--- src/rtl/sign_mag_pkg.sv ---
// Shared definitions for the sign/magnitude to BCD converter.
package sign_mag_pkg;

  localparam logic [1:0] ST_IDLE  = 2'd0;
  localparam logic [1:0] ST_SHIFT = 2'd1;
  localparam logic [1:0] ST_DONE  = 2'd2;

  localparam int unsigned BCD_W = 4;

  // Smallest digit count whose decimal range covers every bits-wide magnitude.
  function automatic int unsigned min_digits(input int unsigned bits);
    longint unsigned max_val;
    longint unsigned pow10;
    int unsigned     d;
    max_val = (64'd1 << bits) - 64'd1;
    pow10   = 64'd10;
    d       = 1;
    while (pow10 <= max_val) begin
      pow10 = pow10 * 64'd10;
      d     = d + 1;
    end
    return d;
  endfunction

endpackage

--- src/rtl/bcd_digit_adjust.sv ---
// Double-dabble add-3 correction for a single BCD digit.
module bcd_digit_adjust
  import sign_mag_pkg::*;
(
  input  logic [BCD_W-1:0] digit,
  output logic [BCD_W-1:0] adjusted_c
);

  assign adjusted_c = (digit >= BCD_W'(5)) ? digit + BCD_W'(3) : digit;

endmodule

--- src/rtl/sign_mag_to_bcd.sv ---
// Iterative double-dabble converter: one magnitude bit per clock, start/busy/done handshake.
module sign_mag_to_bcd
  import sign_mag_pkg::*;
#(
  parameter int unsigned BITS   = 8,
  parameter int unsigned DIGITS = 3
) (
  input  logic                    clk,
  input  logic                    rst_n,
  input  logic                    start,
  input  logic                    sign,
  input  logic [BITS-1:0]         value,
  output logic                    busy,
  output logic                    done,
  output logic [BCD_W*DIGITS-1:0] bcd,
  output logic                    neg,
  output logic [DIGITS-1:0]       blank
);

  localparam int unsigned BCD_TOTAL = BCD_W * DIGITS;
  localparam int unsigned CNT_W     = $clog2(BITS + 1);

  generate
    if (DIGITS < min_digits(BITS)) begin : g_bad_digits
      $error("sign_mag_to_bcd: DIGITS too small for BITS");
    end
  endgenerate

  logic [1:0]           state_q, state_d;
  logic [BITS-1:0]      bin_q, bin_d;
  logic [BCD_TOTAL-1:0] scr_q, scr_d;
  logic [CNT_W-1:0]     cnt_q, cnt_d;
  logic                 sign_q, sign_d;
  logic                 nz_q, nz_d;
  logic                 busy_d, done_d, neg_d;
  logic [BCD_TOTAL-1:0] bcd_d;
  logic [DIGITS-1:0]    blank_d;

  logic [BCD_TOTAL-1:0] adj;
  logic [BCD_TOTAL-1:0] scr_shift;
  logic [DIGITS-1:0]    blank_next;
  logic                 zero_above;

  for (genvar g = 0; g < DIGITS; g++) begin : g_adj
    bcd_digit_adjust u_adj (
      .digit      (scr_q[g*BCD_W +: BCD_W]),
      .adjusted_c (adj[g*BCD_W +: BCD_W])
    );
  end

  assign scr_shift = {adj[BCD_TOTAL-2:0], bin_q[BITS-1]};

  // A digit is blanked only when it and every more-significant digit are zero.
  always_comb begin
    blank_next = '0;
    zero_above = 1'b1;
    for (int i = DIGITS - 1; i >= 1; i--) begin
      zero_above    = zero_above & (scr_shift[i*BCD_W +: BCD_W] == '0);
      blank_next[i] = zero_above;
    end
  end

  always_comb begin
    state_d = state_q;
    bin_d   = bin_q;
    scr_d   = scr_q;
    cnt_d   = cnt_q;
    sign_d  = sign_q;
    nz_d    = nz_q;
    busy_d  = 1'b0;
    done_d  = 1'b0;
    bcd_d   = bcd;
    neg_d   = neg;
    blank_d = blank;

    case (state_q)
      ST_IDLE: begin
        if (start) begin
          bin_d   = value;
          scr_d   = '0;
          sign_d  = sign;
          nz_d    = (value != '0);
          cnt_d   = CNT_W'(BITS);
          busy_d  = 1'b1;
          state_d = ST_SHIFT;
        end
      end
      ST_SHIFT: begin
        scr_d = scr_shift;
        bin_d = bin_q << 1;
        cnt_d = cnt_q - CNT_W'(1);
        if (cnt_q == CNT_W'(1)) begin
          // Final shift: results land in the output registers as DONE is entered.
          state_d = ST_DONE;
          done_d  = 1'b1;
          bcd_d   = scr_shift;
          neg_d   = sign_q & nz_q;
          blank_d = blank_next;
        end else begin
          busy_d = 1'b1;
        end
      end
      ST_DONE: state_d = ST_IDLE;
      default: state_d = ST_IDLE;
    endcase
  end

  always_ff @(posedge clk) begin
    if (!rst_n) begin
      state_q <= ST_IDLE;
      bin_q   <= '0;
      scr_q   <= '0;
      cnt_q   <= '0;
      sign_q  <= 1'b0;
      nz_q    <= 1'b0;
      busy    <= 1'b0;
      done    <= 1'b0;
      bcd     <= '0;
      neg     <= 1'b0;
      blank   <= '0;
    end else begin
      state_q <= state_d;
      bin_q   <= bin_d;
      scr_q   <= scr_d;
      cnt_q   <= cnt_d;
      sign_q  <= sign_d;
      nz_q    <= nz_d;
      busy    <= busy_d;
      done    <= done_d;
      bcd     <= bcd_d;
      neg     <= neg_d;
      blank   <= blank_d;
    end
  end

endmodule

--- config.mk ---
export PLATFORM = sky130hd
export DESIGN_NAME = sign_mag_to_bcd
export DESIGN_NICKNAME = d
export VERILOG_FILES = /design/src/rtl/sign_mag_pkg.sv /design/src/rtl/bcd_digit_adjust.sv /design/src/rtl/sign_mag_to_bcd.sv
export SDC_FILE = /design/constraint.sdc
export NUM_CORES = 1
export LEC_CHECK = 0
export BUFFER_PORTS_ARGS = -buffer_cell sky130_fd_sc_hd__buf_2
export CORE_MARGIN = 2
export CORE_UTILIZATION = 40
export DETAILED_ROUTE_END_ITERATION = 10
export HOLD_SLACK_MARGIN = 0.1
export PLACE_DENSITY_LB_ADDON = 0.08
export REMOVE_ABC_BUFFERS = 1
export SLEW_MARGIN = 15
export SYNTH_ARGS = -nofsm -noshare
export SYNTH_HDL_FRONTEND = slang
export SYNTH_HIERARCHICAL = 1
export SYNTH_SLANG_ARGS = --single-unit
--- constraint.sdc ---
create_clock -name clk -period 1.7 [get_ports clk]
set_input_delay 0.34 -clock clk [delete_from_list [all_inputs] [get_ports clk]]
set_output_delay 0.34 -clock clk [all_outputs]
set_load 0.1 [all_outputs]
==> results of run 1 <==
-- critical path: cells and delay by family (launching register included) --
kind | cells | cell delay, ps
XOR/XNOR | 1 | 100
multiplexers | 1 | 140
buffers and inverters | 1 | 60
adder cells (fa/ha/maj) | 1 | 170
AND/OR/NAND/NOR | 3 | 480
AO/OA/AOI/OAI | 1 | 200
flip-flops | 1 | 350
-- layout by cell type (no fill, tap or decap), drive strengths merged, types with 2 or more instances in the layout --
| cell type | n |
|---|---|
| clkbuf | 7 |
| mux2i | 19 |
| nand2 | 42 |
| nor2 | 18 |
| o21ai | 14 |
| a22oi | 13 |
| nor3b | 2 |
| nand3b | 2 |
| a21oi | 13 |
| a211oi | 2 |
| buf | 35 |
| xnor2 | 3 |
| ha | 8 |
| inv | 10 |
| o22ai | 7 |
| a31oi | 2 |
| nor3 | 2 |
| nand3 | 2 |
| nor4 | 3 |
| dfxtp | 45 |
| nand2b | 7 |
| and3 | 2 |
-- stage by stage --
step | instance area [um2] | utilization [%]
floorplan | 2010 | -
global placement | 2300 | 45.4
detailed placement | 2300 | 45.4
CTS | 2390 | 47.2
global route | 2480 | 48.9
finish | 2480 | 48.9
-- routing by layer --
metal	routed length [um]	global-route usage, %	vias up	share of wire, %
li1	-	-	871	-
met1	2290	21.5	790	52
met2	1910	24.0	23	43
met3	138	3.91	7	3.1
met4	82	7.09	0	1.9
met5	0	0	-	0
-- area by class of cell --
class | count | area share [%]
inverters | 11 | 1.66
flip-flops and latches | 45 | 36.5
clock buffers | 7 | 3.48
multi-input cells | 168 | 46.0
well taps | 70 | 3.53
repair buffers | 35 | 8.78
-- state kept, by name, summed over array words and instances, names as in the netlist --
signal	cells
blank	2
done	1
bcd	12
nz_q	1
busy	1
scr_q	12
state_q	2
bin_q	8
sign_q	1
cnt_q	4
neg	1
-- report_power, final --
part | switching [mW] | internal, mW
Clock | 0.342 | 0.323
Sequential | 0.0262 | 1.09
Combinational | 0.164 | 0.0868
-- repair_timing --
action                     in CTS  in global routing
gates resized for setup         1                 17
setup endpoints to repair       1                  4
pin swaps                       2                  7
setup buffers                   0                  1
-- how the worst min path moves through the flow --
| stage | start | end | slack (ps) | cells after the start |
|---|---|---|---|---|
| 2_1_floorplan | nz_q | neg | 450 | 2 |
| 3_3_place_gp | bcd[8] | bcd[8] | 440 | 2 |
| 3_5_place_dp | bcd[4] | bcd[4] | 450 | 2 |
| 4_1_cts | sign | sign_q | 270 | 3 |
| 5_1_grt | sign | sign_q | 270 | 3 |
| 6_report | sign | sign_q | 280 | 3 |
==> impl_metrics.yaml, run 1 <==
worst_setup_path:
  crit_path_max_incr_delay_ps: 350
  path_cells: "inv_2 -> ha_1 -> nand2b_4 -> a21oi_4 -> xnor2_2 -> nor4_2 -> nand4b_1 -> mux2i_1"
  r2r_cells: 8
  r2r_slack_ps: 130
  cp-startpoint: "scr_q[5]"
  endpoint: "blank[1]"
  cp_max_fo: 3
  critical_path_class: "reg2reg"
  r2r-start: "scr_q[5]"
  cp-end-kind: "flop"
  required_ps: 1930
  crit_path_top_delay_cell: "dfxtp_2"
  timing.rr.end: "blank[1]"
  worstPathArrival_ps: 1800
  start_kind: "flop"
placement:
  gp_congestion: 0.757
  post-place-ws_ps: -1.34
  dp.cells: 328
  dp.final_hpwl_um: 2810
  portBuffers: 28
power_and_ir_drop:
  totalPowerFinal_mw: 2.03
  power_leakage_nw: 0.982
  vdd_drop_max_v: 0.000371
  power.density_nw_per_um2: 820
cells_and_area:
  seq_area_um2: 906
  fin_nets: 286
  syn_to_final_growth_pct: 18.3
  antennaDiodeCount: 0
  stdcell_count: 336
  fill_cells: 531
  drive_gt1_share_pct: 23.7
  multi_input_area_um2: 1140
global_route:
  grt_pass1_wl_um: 7420
  grt_use_total_pct: 15.9
  grt.overflow.total: 0
  grt_antenna_before_repair: 0
  grt_pass1_vias: 1560
  grt_max_degree: 33
synth:
  syn_inst: 238
  mappedNetlistArea_um2: 2100
  ys.warnings.count: 6
  syn_area_per_cell_um2: 8.81
sta:
  relSlewSlack_pct: 66.6
  setup_ws_ps: 131
  hold_ws_ps: 281
  tns_ps: 0
  rsz0062_at_grt: "no"
  hold_violations: 0
  report.final.slew_viol_count: 0
  fmax_mhz: 638
  worstMarginPinSlew_ps: 499
  min_period_ps: 1570
  finalCritPeriodShare_pct: 92.3
  setup_violations: 0
  skew_ps: 4.70
hold_path:
  hp-class: "in2reg"
clock_tree:
  cts_max_level: 2
  cts_tree: "built"
  clock_latency_ps: 300
  clockBufferDepth: 2
  cts_inserted_buffers: 5
  clk_pin_slew_ps: 80
  ctsHoldBuffers: 0
  cts-root-buf: "clkbuf_8"
  cts_sinks: 45
route:
  routedWlPerCell_um: 13.1
  initialDrtViolationCount: 75
  drtPass1Iterations: 4
  vias: 1691
  detail-route-antenna-nets: 0
  route.detailed.drc: 0
  vias_per_cell: 5.03
  routed_wl_um: 4410
floorplan:
  io_pins: 30
  die_area_um2: 5830
  num_rows: 26
  floorplan.die.height_um: 76.4
  die_x_um: 76.4
  coreArea_um2: 5070
  start_util_pct: 41.3
run_status:
  status: "completed"
flow_run:
  cap_viol_max_count: 0
Note: power is estimated with default switching activity, not from simulation.
==> inputs of run 2 (changes only) <==
PLACE_DENSITY = 0.69   (was unset)
PLACE_DENSITY_LB_ADDON = unset   (was 0.08)
==> impl_metrics.yaml, run 2 (same netlist as run 1, synthesis figures left out) <==
worst_setup_path:
  cp-end-kind: "flop"
  critical_path_class: "reg2reg"
  crit_path_top_delay_cell: "dfxtp_2"
  worstPathArrival_ps: 1840
  crit_path_max_incr_delay_ps: 330
  worst-path-buf-inv: 1
  path_cells: "inv_1 -> ha_2 -> nand2b_4 -> a21oi_2 -> mux2i_2 -> nor4_1 -> nand4b_1 -> mux2i_1"
  start_kind: "flop"
  cp_max_fo: 3
  path_delay_family: "simple AND/OR/NAND/NOR gates"
  required_ps: 1940
placement:
  dp.cells: 330
  gp_congestion: 0.781
  portBuffers: 28
  dp.final_hpwl_um: 2920
cells_and_area:
  syn_to_final_growth_pct: 16.3
  drive_gt1_share_pct: 21.6
  stdcell_count: 338
  reg.largest.list: "bcd: 12 flops, scr_q: 12 flops, bin_q: 8 flops"
  fin_nets: 287
  antennaDiodeCount: 0
  most-common-layout-cells: "42 x nand2_1, 42 x dfxtp_1, 28 x buf_2"
power_and_ir_drop:
  vdd_drop_max_v: 0.000506
  power_leakage_nw: 0.961
  combPwrFrac_pct: 11.2
  power.density_nw_per_um2: 907
  intPower_mw: 1.66
  p_sw_mw: 0.552
  p_sw_share_pct: 25.0
  clkPwrFrac_pct: 38.2
  p_seq_share_pct: 50.6
clock_tree:
  cts_sinks: 45
  clock_latency_ps: 300
  cts_max_level: 2
  cts_setup_buffers: 0
  cts-root-buf: "clkbuf_8"
  post_cts_resized: 0
  cts_tree: "built"
  clockBufferDepth: 2
  ctsHoldBuffers: 0
  clk_pin_slew_ps: 90
  cts_inserted_buffers: 5
sta:
  finalCritPeriodShare_pct: 94.2
  hold_violations: 0
  skew_ps: 6.17
  tns_ps: 0
  fmax_mhz: 624
  min_period_ps: 1600
  setup_violations: 0
  report.final.slew_viol_count: 0
global_route:
  grt_pass1_vias: 1661
  grt_antenna_before_repair: 0
  grt.overflow.total: 0
  grt_pass1_wl_um: 7370
  grt_max_degree: 22
  grt_use_total_pct: 15.2
floorplan:
  die_area_um2: 5830
  io_pins: 30
  coreArea_um2: 5070
  start_util_pct: 41.3
  num_rows: 26
  floorplan.die.height_um: 76.4
  die_x_um: 76.4
route:
  vias: 1717
  drtPass1Iterations: 4
  route.detailed.drc: 0
  vias_per_cell: 5.08
  routed_wl_um: 4270
  initialDrtViolationCount: 151
  routedWlPerCell_um: 12.6
  detail-route-antenna-nets: 0
run_status:
  status: "completed"
flow_run:
  cap_viol_max_count: 0
hold_path:
  hp-class: "in2reg"
[run 2: worst min-delay path, cell delays in order]
cell and delay (ps):
buf_2 100, nand2_1 50, a21oi_1 50
[run 2: worst paths after layout]
kind             from  endpoint  slack, ps  cells after the start
max          scr_q[5]  blank[1]        100                      8
min              sign    sign_q        280                      3
max reg2reg  scr_q[5]  blank[1]        100                      8
min reg2reg   bcd[11]   bcd[11]        460                      2
[run 2: cell type report]
type                       count  area [um2]
sequential                    45         905
timing repair buffer          36         200
clock inverter                 1        30.0
inverter                      11        41.3
clock buffer                   7        86.3
fill                         484        2640
multi-input combinational    168        1090
tap                           70        87.6
[run 2: stage by stage]
step	instance area, um2	setup slack [ps]	util (%)	power [mW]	hold WS, ps
after global placement	2290	82.7	45.2	1.39	440
after floorplan	2010	-52.6	-	1.31	447
after CTS	2410	12.8	47.5	2.23	278
after global routing	2440	-11.1	48.0	2.29	285
final	2440	98.7	48.0	2.21	279
after detailed placement	2290	46.9	45.2	1.39	446
[run 2: metal layers]
layer  up-vias  share of wire, %  GRT usage, %  wire [um]
met5         -                 0             0          0
met4         0               1.4          5.27         61
met3         8               3.9          3.44        165
met2        35                48          25.3       2030
met1       805                47          19.5       2010
li1        869                 -             -          -
[run 2: power groups by stage]
stage	registers (mW)	logic, mW	clock network (mW)
after global placement	1.14	0.245	0
after detailed placement	1.14	0.248	0
final	1.12	0.247	0.844
after CTS	1.12	0.249	0.859
after floorplan	1.17	0.133	0
after global routing	1.12	0.274	0.895
==> inputs of run 3 (changes only) <==
CORE_UTILIZATION = 35   (was 40)
PLACE_DENSITY = 0.63   (was 0.69)
RECOVER_POWER = 50   (was unset)
SETUP_SLACK_MARGIN = 0.3   (was unset)
==> impl_metrics.yaml, run 3 (same netlist as run 1, synthesis figures left out) <==
global_route:
  grt_antenna_before_repair: 0
  grt_max_degree: 29
  grt_pass1_wl_um: 7850
  grt.overflow.total: 0
  grt_use_total_pct: 15.0
  grt_pass1_vias: 1720
placement:
  dp.final_hpwl_um: 2900
  portBuffers: 28
  gp_congestion: 0.795
  dp.cells: 333
floorplan:
  die_x_um: 81.4
  coreArea_um2: 5850
  num_rows: 28
  io_pins: 30
  die_area_um2: 6620
  start_util_pct: 35.8
  floorplan.die.height_um: 81.4
worst_setup_path:
  r2r-start: "scr_q[4]"
  worst-path-buf-inv: 1
  cp_max_fo: 4
  worstPathArrival_ps: 1760
  path_delay_family: "simple AND/OR/NAND/NOR gates"
  timing.rr.end: "blank[1]"
  required_ps: 1930
  r2r_slack_ps: 170
  r2r_cells: 8
  crit_path_max_incr_delay_ps: 340
  critical_path_class: "reg2reg"
  start_kind: "flop"
  path_cells: "inv_1 -> ha_2 -> nand2b_4 -> a21oi_4 -> mux2i_4 -> nor4_2 -> nand4b_1 -> mux2i_1"
  cp-end-kind: "flop"
  crit_path_top_delay_cell: "dfxtp_2"
sta:
  skew_ps: 6.93
  tns_ps: 0
  hold_violations: 0
  relSlewSlack_pct: 63.9
  setup_violations: 0
  worstMarginPinSlew_ps: 544
  finalCritPeriodShare_pct: 90.3
  report.final.slew_viol_count: 0
  min_period_ps: 1530
  fmax_mhz: 652
  rsz0062_at_grt: "yes"
cells_and_area:
  stdcell_count: 352
  syn_to_final_growth_pct: 28.4
  fin_nets: 297
  drive_gt1_share_pct: 31.8
  reg.largest.list: "bcd: 12 flops, scr_q: 12 flops, bin_q: 8 flops"
  most-common-layout-cells: "42 x nand2_1, 38 x dfxtp_1, 18 x nor2_1"
  antennaDiodeCount: 0
  layout_commonest_cell: "nand2_1"
route:
  vias_per_cell: 5.01
  drtPass1Iterations: 4
  routedWlPerCell_um: 13.5
  initialDrtViolationCount: 79
  vias: 1765
  routed_wl_um: 4740
  detail-route-antenna-nets: 0
  route.detailed.drc: 0
hold_path:
  min_from: "sign"
  hold_depth: 3
  hp-class: "in2reg"
  hold_end: "sign_q"
clock_tree:
  clock_latency_ps: 290
  clockBufferDepth: 2
  cts_sinks: 45
  cts-root-buf: "clkbuf_8"
  cts_tree: "built"
  cts_max_level: 2
  cts_inserted_buffers: 5
  ctsHoldBuffers: 0
  clk_pin_slew_ps: 80
run_status:
  status: "completed"
power_and_ir_drop:
  totalPowerFinal_mw: 2.05
  vdd_drop_max_v: 0.000405
  power.density_nw_per_um2: 762
  power_leakage_nw: 1.03
flow_run:
  cap_viol_max_count: 0
[run 3: cell types whose count changed in the layout (fill, tap and decap cells not counted), moves of 3 or more]
cell	previous run	this run
clkbuf_2	0	12
inv_1	10	6
buf_2	28	13
inv_2	0	3
a21oi_4	0	3
clkbuf_4	0	4
dfxtp_2	3	7
ha_1	7	2
dfxtp_1	42	38
a21oi_2	3	0
ha_4	0	4
buf_4	8	13
[run 3: what timing repair did]
| action | in CTS | in global routing |
|---|---|---|
| resized for setup | 35 | 22 |
| gates cloned | 0 | 1 |
| buffers inserted | 8 | 3 |
| pin swaps | 8 | 6 |
| endpoints found under the hold margin | 0 | 0 |
| setup endpoints to repair | 29 | 28 |
[run 3: worst max-delay path by stage]
stage,startpoint,to,slack [ps],cells after the start
3_3_place_gp,scr_q[5],blank[1],100,8
3_5_place_dp,scr_q[5],blank[1],20,8
6_report,scr_q[4],blank[1],170,8
4_1_cts,scr_q[9],blank[1],210,7
2_1_floorplan,state_q[0],bcd[0],-50,3
5_1_grt,scr_q[5],blank[1],100,8
[run 3: worst reg2reg max path, delay by kind of cell (launching register included)]
kind	cells	cell delay, ps
multiplexers	2	240
adder cells (fa/ha/maj)	1	220
buffers and inverters	1	60
flip-flops	1	340
AND/OR/NAND/NOR	3	420
AO/OA/AOI/OAI	1	190
[run 3: layer usage]
layer | wire length, um | vias to the layer above | global-route usage [%] | share of wire [%]
li1 | - | 904 | - | -
met1 | 2160 | 812 | 19.2 | 46
met3 | 210 | 9 | 3.11 | 4.4
met5 | 0 | - | 0 | 0
met4 | 76 | 0 | 4.75 | 1.6
met2 | 2290 | 40 | 25.3 | 48
[run 3: layout make-up]
class / instances / area, um2
Clock buffer: 7 / 86.3
Fill cell: 571 / 3160
Inverter: 11 / 43.8
Multi-Input combinational cell: 168 / 1230
Sequential cell: 45 / 910
Tap cell: 75 / 93.8
Timing Repair Buffer: 46 / 322
[run 3: where the power goes]
group	leakage (nW)	internal (mW)	switching (mW)	total, mW
logic	0.620	0.0993	0.168	0.267
registers	0.370	1.09	0.0263	1.12
clock network	0.0443	0.323	0.342	0.665
total	1.03	1.51	0.536	2.05
[run 3: per-stage QoR]
stage | hold slack, ps | instance area [um2] | worst slack [ps] | util, %
final | 291 | 2690 | 165 | 46.0
after detailed placement | 449 | 2310 | 22.2 | 39.5
after CTS | 285 | 2590 | 214 | 44.3
after floorplan | 447 | 2010 | -52.6 | -
after global routing | 325 | 2690 | 99.3 | 46.0
after global placement | 440 | 2310 | 96.3 | 39.5
